## src/rtl/mult_pkg.sv

```systemverilog
// Shared definitions for the sequential Booth multiplier: FSM state encoding
// and the default operand width.
package mult_pkg;

  localparam int DEFAULT_WIDTH = 32;

  typedef enum logic {
    IDLE = 1'b0,
    RUN  = 1'b1
  } state_t;

endpackage : mult_pkg

```

## src/rtl/booth_step.sv

```systemverilog
// One combinational radix-2 Booth iteration: conditional add/subtract of the
// multiplicand followed by an arithmetic shift right of {A, Qreg, q-1}.
module booth_step #(
  parameter int WIDTH = 32
) (
  input  logic [WIDTH:0]   i_a,
  input  logic [WIDTH-1:0] i_q,
  input  logic             i_q1,
  input  logic [WIDTH:0]   i_m,
  output logic [WIDTH:0]   o_a,
  output logic [WIDTH-1:0] o_q,
  output logic             o_q1
);

  logic [WIDTH:0] w_sum;

  always_comb begin
    // NOTE: every combinational output gets a default first so no path leaves it unassigned (no latch).
    w_sum = i_a;
    case ({i_q[0], i_q1})
      2'b01:   w_sum = i_a + i_m;
      2'b10:   w_sum = i_a - i_m;
      default: w_sum = i_a;
    endcase
    o_a  = {w_sum[WIDTH], w_sum[WIDTH:1]};
    o_q  = {w_sum[0], i_q[WIDTH-1:1]};
    o_q1 = i_q[0];
  end

endmodule : booth_step

```

## src/rtl/booth_multiplier.sv

```systemverilog
// Sequential signed radix-2 Booth multiplier, one iteration per clock.
// Optional overflow flag output enabled by defining MULT_OVF_FLAG_EN.
module booth_multiplier
  import mult_pkg::*;
#(
  parameter int WIDTH = DEFAULT_WIDTH
) (
  input  logic               clk,
  input  logic               reset,
  input  logic               start,
  input  logic [WIDTH-1:0]   M,
  input  logic [WIDTH-1:0]   Q,
  output logic               busy,
  output logic               done,
  output logic [2*WIDTH-1:0] P
`ifdef MULT_OVF_FLAG_EN
  ,
  output logic               ovf
`endif
);

  localparam int CW = $clog2(WIDTH + 1);

  state_t             r_state, w_state_nxt;
  logic [WIDTH:0]     r_a, w_a_nxt, r_m, w_m_nxt;
  logic [WIDTH-1:0]   r_q, w_q_nxt;
  logic               r_q1, w_q1_nxt;
  logic [CW-1:0]      r_count, w_count_nxt;
  logic [2*WIDTH-1:0] r_p, w_p_nxt;
  logic               r_done, w_done_nxt;
  logic               r_ovf, w_ovf_nxt;

  logic [WIDTH:0]     w_a_step;
  logic [WIDTH-1:0]   w_q_step;
  logic               w_q1_step;
  logic [2*WIDTH-1:0] w_p_final;

  booth_step #(.WIDTH(WIDTH)) u_step (
    .i_a  (r_a),
    .i_q  (r_q),
    .i_q1 (r_q1),
    .i_m  (r_m),
    .o_a  (w_a_step),
    .o_q  (w_q_step),
    .o_q1 (w_q1_step)
  );

  // A is one bit wider than needed for the product; its top bit is only sign headroom.
  assign w_p_final = {w_a_step[WIDTH-1:0], w_q_step};

  always_comb begin
    w_state_nxt = r_state;
    w_a_nxt     = r_a;
    w_m_nxt     = r_m;
    w_q_nxt     = r_q;
    w_q1_nxt    = r_q1;
    w_count_nxt = r_count;
    w_p_nxt     = r_p;
    w_done_nxt  = 1'b0;
    w_ovf_nxt   = r_ovf;
    case (r_state)
      IDLE: begin
        if (start) begin
          w_m_nxt     = {M[WIDTH-1], M};
          w_a_nxt     = '0;
          w_q_nxt     = Q;
          w_q1_nxt    = 1'b0;
          w_count_nxt = CW'(WIDTH);
          w_state_nxt = RUN;
        end
      end
      RUN: begin
        w_a_nxt     = w_a_step;
        w_q_nxt     = w_q_step;
        w_q1_nxt    = w_q1_step;
        w_count_nxt = r_count - CW'(1);
        if (r_count == CW'(1)) begin
          w_p_nxt     = w_p_final;
          w_done_nxt  = 1'b1;
          w_ovf_nxt   = !((&w_p_final[2*WIDTH-1:WIDTH-1]) || !(|w_p_final[2*WIDTH-1:WIDTH-1]));
          w_state_nxt = IDLE;
        end
      end
      default: w_state_nxt = IDLE;
    endcase
  end

  always_ff @(posedge clk) begin
    // NOTE: sequential state uses non-blocking assignments so all registers update from pre-edge values.
    if (reset) begin
      r_state <= IDLE;
      r_a     <= '0;
      r_m     <= '0;
      r_q     <= '0;
      r_q1    <= 1'b0;
      r_count <= '0;
      r_p     <= '0;
      r_done  <= 1'b0;
      r_ovf   <= 1'b0;
    end else begin
      r_state <= w_state_nxt;
      r_a     <= w_a_nxt;
      r_m     <= w_m_nxt;
      r_q     <= w_q_nxt;
      r_q1    <= w_q1_nxt;
      r_count <= w_count_nxt;
      r_p     <= w_p_nxt;
      r_done  <= w_done_nxt;
      r_ovf   <= w_ovf_nxt;
    end
  end

  assign busy = (r_state == RUN);
  assign done = r_done;
  assign P    = r_p;

`ifdef MULT_OVF_FLAG_EN
  assign ovf = r_ovf;
`else
  logic w_ovf_unused;
  assign w_ovf_unused = r_ovf;
`endif

endmodule : booth_multiplier

```

## config.mk

```make
export PLATFORM = sky130hd
export DESIGN_NAME = booth_multiplier
export DESIGN_NICKNAME = d
export VERILOG_FILES = /design/src/rtl/mult_pkg.sv /design/src/rtl/booth_step.sv /design/src/rtl/booth_multiplier.sv
export SDC_FILE = /design/constraint.sdc
export NUM_CORES = 1
export LEC_CHECK = 0
export BUFFER_PORTS_ARGS = -buffer_cell sky130_fd_sc_hd__buf_2
export CAP_MARGIN = 0
export CORE_ASPECT_RATIO = 1.2
export CORE_MARGIN = 8
export CORE_UTILIZATION = 30
export CTS_CLUSTER_DIAMETER = 30
export CTS_CLUSTER_SIZE = 20
export DETAILED_ROUTE_END_ITERATION = 10
export PLACE_DENSITY = 0.54
export SYNTH_ARGS = -nofsm -noshare
export SYNTH_HDL_FRONTEND = slang
export SYNTH_SLANG_ARGS = --single-unit
```

## constraint.sdc

```tcl
create_clock -name clk -period 4.05 [get_ports clk]
set_input_delay 0.2025 -clock clk [delete_from_list [all_inputs] [get_ports clk]]
set_output_delay 0.2025 -clock clk [all_outputs]
set_load 0.01 [all_outputs]
```

==> reports/qor.csv <==
stage;metric;value;unit
worst_setup_path;kind of critical path;reg -> reg;
yosys;Compound-Gate Fraction of Synth Area;0.215;
timing;fin crit period;4070;ps
route;vias;9196;
timing;Slew HR;0.287;
worst_setup_path;RR Startpoint;r_m[2];
timing;Tcrit/Tclk final;1.01;
global_route;largest net degree at the start of global routing;79;
finish;share of layout cells above drive strength 1;0.253;
global_route;initial antenna violation count;2;
power;Reg power frac;0.385;
clock_network;CTS root buf;clkbuf_16;
timing;Hold Vio Cnt, Final;0;
power;Pwr Density;385;nW/um^2
clock_network;TritonCTS Buffers;17;
yosys;Netlist cell types;64;
timing;final slew viol count;0;
yosys;Adder-Cell Fraction of Synth Area;0.0512;
clock_network;Max Buffers Root-to-Sink;2;
timing;Final setup viols;2;
yosys;Synth area leaders;dfxtp_1, a21oi_1, nand2_1, nor2_1, ha_1;
yosys;sequential share of the synthesized area;0.368;
yosys;Post-Syn Area;9190;sq um
route;Residual DRC;0;
finish;area grow syn2layout;33.0;%
clock_network;CTS tree;yes;
finish;Final Util;0.403;
placed_design;GP Congestion;0.883;
yosys;async set or reset register ratio after synthesis;0;
placed_design;area post-placement;10900;sq um
timing;worst-margin pin slew;1070;ps
run;MaxCap Viol Count;0;
timing;RSZ-0062 raised after global routing;true;
floorplan;DIE AREA;36500;sq um
worst_setup_path;critical path required time;4380;ps
global_route;global-route wire length before repair;48.9;mm
worst_setup_path;crit-path max FO;3;
global_route;All-Layer GR Usage;0.166;
yosys;top post-synthesis cells by count;nand2_1, a21oi_1, dfxtp_1, nor2_1, clkbuf_1;
clock_network;Worst-path clk slew;70;ps
floorplan;Starting Density;0.303;
clock_network;H-tree depth;4;
finish;cell area after layout;12200;sq um
global_route;vias in the first global route;9205;
power;Net Switching;1.57;mW
yosys;Post-synth EDFFs;0;
yosys;area leader, netlist;dfxtp_1;
timing;Layout Skew;9.40;ps
placed_design;dpl hpwl;22.0;mm
worst_setup_path;WP data arrival;4410;ps
route;DR iter-0 viols;449;
clock_network;Sink Count;169;
route;Pre-antenna DRT Iters;5;
worst_hold_path;HP Start;M[5];
power;leakage power total;5.07;nW
power;VDD IR max;0.000258;V
route;DR vias/cell;5.04;
floorplan;Die H;208;microns
route;Routed wire per std cell;16.9;microns
yosys;simple-gate area share of the yosys netlist;0.231;
run_status;failing checks;negative setup slack;
yosys;xor/xnor share of the synthesized area;0.0476;
route;antenna viol nets, final;0;
floorplan;Die W;176;microns
yosys;Post-Syn Nets;1304;
yosys;share of Yosys cell area claimed by the top area cell type;0.368;
timing;achievable frequency;0.245;GHz
yosys;Yosys reg bits;169;
worst_hold_path;HP Class;in -> reg;
floorplan;core area;30300;sq um
worst_setup_path;CP Launch Type;flip-flop;
run_status;outcome;finished, violations left;
clock_network;clk_lat worst skew;440;ps
route;Post-Route WL;30.8;mm
power;Comb power frac;0.276;
floorplan;I/O pin count;133;
floorplan;row count;70;
power;Int Power;3.13;mW
yosys;largest family of logic cells by synthesized area;simple AND/OR/NAND/NOR gates;
timing;Worst Setup Slack, final;-24.9;ps
placed_design;# port buffers;132;
worst_setup_path;CP Capture Type;flip-flop;
yosys;Yosys warnings;0;
yosys;Cells after Synth;1200;
yosys;count leader, synth;nand2_1;
worst_setup_path;CP Launch Point;r_m[2];
power;clock share of power;0.339;
yosys;multiplexer area fraction after synthesis;0.0460;
yosys;Top FF cell, synth;dfxtp_1;
global_route;total gr overflow;0;
yosys;mean post-synth cell area;7.66;sq um
finish;nets@finish;1519;
power;Net Sw Frac;0.334;
area by class of cell:
type | instances | area [sq um]
Antenna cell | 1 | 2.50
Clock buffer | 17 | 425
Clock inverter | 15 | 133
Fill cell | 3198 | 18100
Inverter | 24 | 90.1
Multi-Input combinational cell | 929 | 5850
Sequential cell | 169 | 3390
Tap cell | 396 | 495
Timing Repair Buffer | 274 | 1840
power groups by stage:
stage / registers [mW] / logic, mW / clock network [mW]
CTS: 1.81 / 1.20 / 1.65
detailed placement: 1.84 / 1.14 / 0
global placement: 1.84 / 1.13 / 0
floorplan: 1.83 / 0.733 / 0
finish: 1.81 / 1.30 / 1.60
global route: 1.82 / 1.43 / 1.71
metal layers:
layer | track usage | vias to the layer above | part of all wire
li1 | - | 4644 | -
met4 | 0.0612 | 2 | 0.032
met2 | 0.283 | 210 | 0.48
met5 | 0 | - | 0.00042
met3 | 0.0429 | 56 | 0.055
met1 | 0.196 | 4284 | 0.43
critical path, stage by stage, from the launching register on:
cell,delay [ps]
dfxtp_2,320
or4_4,580
nor4b_4,270
nand2_2,130
nor3_4,190
buf_4,150
a21oi_1,60
xnor2_1,140
ha_1,370
buf_6,130
nand2_1,80
o21a_1,220
a21oi_1,160
a21oi_2,60
buf_4,150
a2111oi_4,420
or4b_4,210
o31ai_4,70
o41ai_1,260
layout by cell type, fill, tap and decap left out, types with 11 or more instances in the layout:
cell           count
nand2_1          191
dfxtp_1          167
nor2_1           162
a21oi_1          160
buf_2            131
buf_4            108
xnor2_1           40
mux2i_1           39
ha_1              33
nor3_1            28
dlygate4sd3_1     26
inv_1             24
a311oi_1          22
o21ai_0           17
clkbuf_16         17
a21o_1            14
o21a_1            12
nand3_1           11
a31oi_1           11
a21oi_2           11
and3_1            11
logic make-up (layout without fill, tap and decap cells):
| family | Yosys count | count (layout) |
|---|---|---|
| buf+inv | 102 | 330 |
| fa+ha+maj | 37 | 37 |
| simple gates | 477 | 477 |
| compound gates | 323 | 323 |
| other cells | 0 | 1 |
| flops | 169 | 169 |
| mux | 42 | 42 |
| xor+xnor | 50 | 50 |
metrics by stage:
stage / setup slack [ps] / instances / TNS (ps) / hold WS [ps] / power [mW]
floorplan: 16.5 / 1200 / 0 / 338 / 2.56
global placement: -270 / 1751 / -1540 / 441 / 2.98
detailed placement: -276 / 1751 / -2120 / 446 / 2.98
CTS: 8.80 / 1815 / 0 / 1.21 / 4.66
global route: -259 / 1825 / -3020 / 10.3 / 4.96
finish: -24.9 / 1825 / -39.8 / 15.2 / 4.70
registers in the layout, indices dropped and copies added (netlist names):
signal and flops:
r_count 6, P 64, r_q 32, busy 1, r_q1 1, r_m 32
done 1, r_a 32
final timing paths:
check,cells past startpoint,slack [ps],end
worst max-delay path,18,-20,P[61]
worst max register to register,18,-20,P[61]
worst min register to register,2,450,P[29]
worst min-delay path,3,20,r_m[5]
repair_timing:
action,CTS,global route
resized for setup,21,82
pin swaps,17,40
endpoints found under the setup margin,17,33
endpoints found under the hold margin,26,0
buffers inserted,8,10
hold buffers,26,0
(Power assumes the default switching activity.)
